## src/rtl/tlm_mem_bridge.sv

```systemverilog
// Bridge from decoded TLM generic-payload requests to a single-port word memory.
// Handles read, full write, and read-modify-write for partial byte enables.
module tlm_mem_bridge #(
    parameter  int unsigned MEM_DEPTH = 256,
    localparam int unsigned AW        = $clog2(MEM_DEPTH)
) (
    input  logic          clk_i,
    input  logic          rst_n_i,
    input  logic          req_valid_i,
    output logic          req_ready_o,
    input  logic [1:0]    req_cmd_i,
    input  logic [31:0]   req_addr_i,
    input  logic [31:0]   req_data_i,
    input  logic [3:0]    req_be_i,
    output logic          rsp_valid_o,
    input  logic          rsp_ready_i,
    output logic [31:0]   rsp_data_o,
    output logic [1:0]    rsp_status_o,
    output logic          end_o,
    output logic [15:0]   txn_count_o,
    output logic [AW-1:0] mem_addr_o,
    output logic          mem_we_o,
    output logic [31:0]   mem_wdata_o,
    input  logic [31:0]   mem_rdata_i
);

    localparam logic [1:0] CMD_READ  = 2'd0;
    localparam logic [1:0] CMD_WRITE = 2'd1;
    localparam logic [1:0] CMD_END   = 2'd3;

    localparam logic [1:0] ST_OK       = 2'd0;
    localparam logic [1:0] ST_ADDR_ERR = 2'd1;
    localparam logic [1:0] ST_CMD_ERR  = 2'd2;

    typedef enum logic [2:0] {
        S_IDLE    = 3'd0,
        S_RD      = 3'd1,
        S_RD_DATA = 3'd2,
        S_WR      = 3'd3,
        S_RESP    = 3'd4
    } state_e;

    state_e          state_q, state_d;
    logic [1:0]      cmd_q, cmd_d;
    logic [AW-1:0]   addr_q, addr_d;
    logic [31:0]     data_q, data_d;
    logic [3:0]      be_q, be_d;
    logic            ready_q, ready_d;
    logic            rsp_valid_q, rsp_valid_d;
    logic [31:0]     rsp_data_q, rsp_data_d;
    logic [1:0]      rsp_status_q, rsp_status_d;
    logic            end_q, end_d;
    logic [15:0]     txn_q, txn_d;
    logic [AW-1:0]   mem_addr_q, mem_addr_d;
    logic            mem_we_q, mem_we_d;
    logic [31:0]     mem_wdata_q, mem_wdata_d;

    logic            accept_c;
    logic            addr_err_c;
    logic            is_rw_c;
    logic [31:0]     merged_c;

    assign accept_c   = req_valid_i && ready_q;
    assign addr_err_c = (req_addr_i >> AW) != 32'd0;
    assign is_rw_c    = (req_cmd_i == CMD_READ) || (req_cmd_i == CMD_WRITE);

    // Byte merge for read-modify-write.
    always_comb begin
        merged_c = mem_rdata_i;
        for (int k = 0; k < 4; k++) begin
            if (be_q[k]) merged_c[8*k +: 8] = data_q[8*k +: 8];
        end
    end

    // State register.
    always_ff @(posedge clk_i or negedge rst_n_i) begin
        if (!rst_n_i) state_q <= S_IDLE;
        else          state_q <= state_d;
    end

    // Next-state logic.
    always_comb begin
        state_d = state_q;
        case (state_q)
            S_IDLE: begin
                if (accept_c) begin
                    if (is_rw_c && addr_err_c) begin
                        state_d = S_RESP;
                    end else if (req_cmd_i == CMD_READ) begin
                        state_d = S_RD;
                    end else if (req_cmd_i == CMD_WRITE) begin
                        if (req_be_i == 4'hF)      state_d = S_WR;
                        else if (req_be_i == 4'h0) state_d = S_RESP;
                        else                       state_d = S_RD;
                    end else begin
                        state_d = S_RESP;
                    end
                end
            end
            S_RD:      state_d = S_RD_DATA;
            S_RD_DATA: state_d = (cmd_q == CMD_READ) ? S_RESP : S_WR;
            S_WR:      state_d = S_RESP;
            S_RESP:    if (rsp_ready_i) state_d = S_IDLE;
            default:   state_d = S_IDLE;
        endcase
    end

    // Output / datapath next values; every output lands in a register.
    always_comb begin
        cmd_d        = cmd_q;
        addr_d       = addr_q;
        data_d       = data_q;
        be_d         = be_q;
        rsp_data_d   = rsp_data_q;
        rsp_status_d = rsp_status_q;
        end_d        = end_q;
        txn_d        = txn_q;
        mem_addr_d   = mem_addr_q;
        mem_we_d     = 1'b0;
        mem_wdata_d  = mem_wdata_q;
        case (state_q)
            S_IDLE: begin
                if (accept_c) begin
                    cmd_d        = req_cmd_i;
                    addr_d       = req_addr_i[AW-1:0];
                    data_d       = req_data_i;
                    be_d         = req_be_i;
                    rsp_data_d   = 32'd0;
                    rsp_status_d = ST_OK;
                    if (is_rw_c && addr_err_c) begin
                        rsp_status_d = ST_ADDR_ERR;
                    end else if (req_cmd_i == CMD_END) begin
                        end_d = 1'b1;
                    end else if (!is_rw_c) begin
                        rsp_status_d = ST_CMD_ERR;
                    end
                    if (state_d == S_RD) begin
                        mem_addr_d = req_addr_i[AW-1:0];
                    end else if (state_d == S_WR) begin
                        mem_addr_d  = req_addr_i[AW-1:0];
                        mem_we_d    = 1'b1;
                        mem_wdata_d = req_data_i;
                    end
                end
            end
            S_RD_DATA: begin
                if (cmd_q == CMD_READ) begin
                    rsp_data_d = mem_rdata_i;
                end else begin
                    mem_addr_d  = addr_q;
                    mem_we_d    = 1'b1;
                    mem_wdata_d = merged_c;
                end
            end
            S_RESP: begin
                if (rsp_ready_i) txn_d = txn_q + 16'd1;
            end
            default: ;
        endcase
        rsp_valid_d = (state_d == S_RESP);
        ready_d     = (state_d == S_IDLE) && !end_d;
    end

    always_ff @(posedge clk_i or negedge rst_n_i) begin
        if (!rst_n_i) begin
            cmd_q        <= 2'd0;
            addr_q       <= '0;
            data_q       <= 32'd0;
            be_q         <= 4'd0;
            ready_q      <= 1'b1;
            rsp_valid_q  <= 1'b0;
            rsp_data_q   <= 32'd0;
            rsp_status_q <= 2'd0;
            end_q        <= 1'b0;
            txn_q        <= 16'd0;
            mem_addr_q   <= '0;
            mem_we_q     <= 1'b0;
            mem_wdata_q  <= 32'd0;
        end else begin
            cmd_q        <= cmd_d;
            addr_q       <= addr_d;
            data_q       <= data_d;
            be_q         <= be_d;
            ready_q      <= ready_d;
            rsp_valid_q  <= rsp_valid_d;
            rsp_data_q   <= rsp_data_d;
            rsp_status_q <= rsp_status_d;
            end_q        <= end_d;
            txn_q        <= txn_d;
            mem_addr_q   <= mem_addr_d;
            mem_we_q     <= mem_we_d;
            mem_wdata_q  <= mem_wdata_d;
        end
    end

    assign req_ready_o  = ready_q;
    assign rsp_valid_o  = rsp_valid_q;
    assign rsp_data_o   = rsp_data_q;
    assign rsp_status_o = rsp_status_q;
    assign end_o        = end_q;
    assign txn_count_o  = txn_q;
    assign mem_addr_o   = mem_addr_q;
    assign mem_we_o     = mem_we_q;
    assign mem_wdata_o  = mem_wdata_q;

endmodule

```

## config.mk

```make
export PLATFORM = sky130hd
export DESIGN_NAME = tlm_mem_bridge
export DESIGN_NICKNAME = d
export VERILOG_FILES = /design/src/rtl/tlm_mem_bridge.sv
export SDC_FILE = /design/constraint.sdc
export NUM_CORES = 1
export LEC_CHECK = 0
export ABC_CLOCK_PERIOD_IN_PS = 2350
export BUFFER_PORTS_ARGS = -buffer_cell sky130_fd_sc_hd__buf_2
export CAP_MARGIN = 20
export CORE_ASPECT_RATIO = 0.7
export CORE_MARGIN = 2
export CORE_UTILIZATION = 50
export DETAILED_ROUTE_END_ITERATION = 6
export PLACE_DENSITY = 0.85
export SETUP_SLACK_MARGIN = 0.05
export SYNTH_ARGS = -nofsm -noshare
export SYNTH_HDL_FRONTEND = slang
export SYNTH_SLANG_ARGS = --single-unit
export TNS_END_PERCENT = 5
```

## constraint.sdc

```tcl
create_clock -name clk_i -period 2.35 [get_ports clk_i]
set_input_delay 0 -clock clk_i [delete_from_list [all_inputs] [get_ports clk_i]]
set_output_delay 0 -clock clk_i [all_outputs]
set_load 0.05 [all_outputs]
```

==> summary.md <==
| Metric | Value |
|---|---|
| Outcome | `complete, no violations` |
| Vias | `between 5k and 6k` |
| Post-Route Skew | `0.00946 ns` |
| Synth cell types | `36` |
| Die W | `140 um` |
| Cell Int Power | `5.54 mW` |
| Initial antenna violation count | `1` |
| Pins Over Slew Limit | `0` |
| Die H | `99.0 um` |
| Worst Tran Pin Value | `0.767 ns` |
| Worst vdd ir | `0.683 mV` |
| Gate power share | `23.8%` |
| Top cell type's share of synthesized area | `55.1%` |
| Full die area | `13800 um2` |
| ANT cells | `0` |
| Grt total ovfl | `0` |
| Hold slack | `0.0358 ns` |
| RSZ-0062 raised after global routing | `false` |
| Total CTS buffers | `17` |
| Area delta synth->final | `40.8%` |
| DR iter-0 viols | `~340` |
| Post-layout min period | `2.18 ns` |
| Post-synthesis adder-cell area fraction | `0.194%` |
| Row count | `34` |
| Routed Antenna Nets | `0` |
| CP peak stage delay | `0.41 ns` |
| GPL Wtd Cong | `approximately 0.85` |
| Top post-synthesis cells by area | `dfrtp_1 55%, mux2_2 8.9%, mux2_4 6.7%` |
| Max Cap Viol | `0` |
| Vias per inst | `5.42` |
| XOR/XNOR Fraction of Synth Area | `2.04%` |
| Clock Power Share | `around 33%` |
| GRT Overall Usage | `26.7%` |
| Worst path cell trace | `or3b_4 > o22ai_2 > a31o_1 > o211a_2 > and2_4 > clkbuf_16 > mux2_4` |
| Leakage | `4.63 nW` |
| #FFs+latches synth | `143` |
| Fin nets | `941` |
| Worst EP required | `2.64 ns` |
| Slowest CP cell | `dfrtp_2` |
| Avg Synthesized Cell Area | `11.7 um2` |
| CTS tree | `yes` |
| Crit Path Category | `reg2reg` |
| Dpl cells | `about 900` |
| Clock Path Buffers | `2` |
| CP Max Fanout | `6` |
| Iteration count of the initial detailed-routing pass | `7` |
| Final TNS setup | `0 ns` |
| Synth Instances | `about 550` |
| DP Wirelength | `11500 um` |
| Mapped cell area | `roughly 6500 um2` |
| Net load switching power | `2.37 mW` |
| Startpoint types | `flip-flop` |
| Peak Freq | `458 MHz` |
| Relative slew slack | `48.9%` |
| Main combinational cell family by area after synthesis | `multiplexers` |
| Synth Area in Simple Gates | `10.3%` |
| WP data arrival | `2.48 ns` |
| Wire length after detailed routing | `18500 um` |
| Input/output buffers | `199` |
| Placeable Area | `between 10000 and 15000 um2` |
| Routed length per instance | `18.4 um` |
| Post-synthesis compound-gate area fraction | `6.86%` |
| Ratio of cells with drive above 1 in the final layout | `40.3%` |
| Final setup viols | `0` |
| Final period util | `between 90% and 100%` |
| Sequential share of power | `a little over two fifths` |
| Worst Hold Class | `in2reg` |
| Clock-pin slew on the worst setup and hold paths | `0.06 ns` |
| # IOs | `200` |
| H-tree depth | `4` |
| Vias in the first global route | `5775` |
| CTS Sinks | `143` |
| Root buffer cell | `clkbuf_16` |
| Non-filler cells, final | `1006` |
| Register area share after synthesis | `approximately 55%` |
| Syn nets | `659` |
| Multiplexer area fraction after synthesis | `between 20 and 25%` |
| Yosys warning total | `0` |
| Starting Density | `51.6%` |
| Pwr Density | `approximately 870 nW/um2` |
| Fin. Hold Viols | `0` |
| First-pass GRT wire length | `around 29000 um` |
| # DRC | `0` |
| Switching share of total power | `30.0%` |
| Largest net degree at the start of global routing | `82` |
| CP Capture Type | `flip-flop` |
| Cell taking the most area after synthesis | `dfrtp_1` |
| Clk_lat worst skew | `0.41 ns` |
==> synth_stat cells, drive strengths merged <==
library cell  instances
o211a                 1
a21o                  2
and2                  2
and3                  4
o22ai                 1
nor3                  1
nand3                 2
ha                    1
a31o                  3
and4b                 1
nor2                 16
dfrtp               142
dfstp                 1
and4bb                1
inv                   2
nand3b                1
clkbuf               21
mux2i                40
mux2                 80
xor2                  4
o21ai                68
or3b                  1
buf                  13
a21oi                 9
nor2b                 2
nor4                  8
nand2               108
xnor2                11
and4                  1
nand4                 5
==> cells by family (layout without fill, tap and decap cells) <==
| group | count (synthesis) | in the layout |
|---|---|---|
| AO/OA/AOI/OAI | 84 | 84 |
| XOR/XNOR | 15 | 15 |
| adder cells (fa/ha/maj) | 1 | 1 |
| buffers and inverters | 36 | 328 |
| flip-flops | 143 | 143 |
| multiplexers | 120 | 120 |
| AND/OR/NAND/NOR | 153 | 153 |
==> worst max-delay path, delay by kind of cell (launching register included) <==
kind	cells	cell delay, ns
flops	1	0.41
compound gates	3	0.48
simple gates	2	0.68
buf+inv	1	0.20
mux	1	0.30
==> cells in the final DEF, fill, tap and decap left out, types with 3 or more instances in the layout <==
| cell type | n |
|---|---|
| a21oi_1 | 8 |
| and3_1 | 4 |
| buf_12 | 3 |
| buf_2 | 198 |
| buf_4 | 12 |
| clkbuf_16 | 20 |
| clkbuf_8 | 3 |
| clkinvlp_4 | 3 |
| dfrtp_1 | 141 |
| dlygate4sd3_1 | 79 |
| mux2_2 | 51 |
| mux2_4 | 29 |
| mux2i_1 | 40 |
| nand2_1 | 108 |
| nand4_1 | 5 |
| nor2_1 | 15 |
| nor4_1 | 8 |
| o21ai_0 | 68 |
| xnor2_1 | 11 |
| xor2_1 | 4 |
==> power groups by stage <==
stage | sequential (mW) | clock, mW | combinational [mW]
floorplan | 3.49 | 0 | 1.14
global placement | 3.39 | 0 | 1.68
detailed placement | 3.44 | 0 | 1.75
CTS | 3.40 | 2.68 | 1.86
global route | 3.48 | 2.81 | 2.03
finish | 3.40 | 2.64 | 1.88
==> per-stage QoR <==
| stage | total power [mW] | utilization (%) | area [um2] | worst slack [ns] |
|---|---|---|---|---|
| 2_1_floorplan | 4.63 | - | 6450 | 0.188 |
| 6_report | 7.92 | 72.6 | 9080 | 0.165 |
| 3_5_place_dp | 5.19 | 60.8 | 7600 | 0.0195 |
| 5_1_grt | 8.32 | 72.6 | 9080 | 0.0720 |
| 4_1_cts | 7.95 | 71.8 | 8980 | 0.0689 |
| 3_3_place_gp | 5.06 | 60.8 | 7600 | 0.189 |
==> final timing paths <==
check,from,end,slack (ns),cells after the start
setup / recovery,state_q[1]$_DFF_PN0_,mem_wdata_o[16]$_DFFE_PN0P_,0.17,7
hold / removal,rsp_ready_i,rsp_valid_o$_DFF_PN0_,0.04,3
setup reg to reg,state_q[1]$_DFF_PN0_,mem_wdata_o[16]$_DFFE_PN0P_,0.17,7
hold reg to reg,rsp_data_o[26]$_DFFE_PN0P_,rsp_data_o[26]$_DFFE_PN0P_,0.48,2
max in group asynchronous,rst_n_i,rsp_data_o[20]$_DFFE_PN0P_,1.32,3
min in group asynchronous,rst_n_i,rsp_data_o[18]$_DFFE_PN0P_,0.20,2
==> registers in the layout (all words and copies together) (netlist names), 2 cells and up <==
signal and cells:
data_q 32, mem_wdata_o 32, rsp_data_o 32, txn_count_o 16, addr_q 8, mem_addr_o 8, be_q 4, state_q 3
cmd_q 2, rsp_status_o 2
==> routing by layer <==
layer	vias up	track usage (%)	wire (um)
li1	2470	-	-
met1	2696	32.7	7710
met2	244	46.2	9240
met3	46	6.56	1200
met4	0	10.3	380
met5	-	0	0
==> layout make-up <==
class                           instances  area (um2)
Clock buffer                           20         467
Inverter                                2        7.51
Sequential cell                       143        3580
Tap cell                              162         203
Multi-Input combinational cell        373        2690
Clock inverter                          9         110
Timing Repair Buffer                  297        2030
Fill cell                             818        3420
==> repair_timing <==
action | 4_1_cts | 5_1_grt
setup buffers | 0 | 2
setup endpoints to repair | 8 | 32
hold buffers | 79 | 0
gates cloned | 0 | 4
pin swaps | 0 | 2
resized for setup | 1 | 3
endpoints found under the hold margin | 197 | 0
No activity file was read; power rests on OpenSTA's default activity.
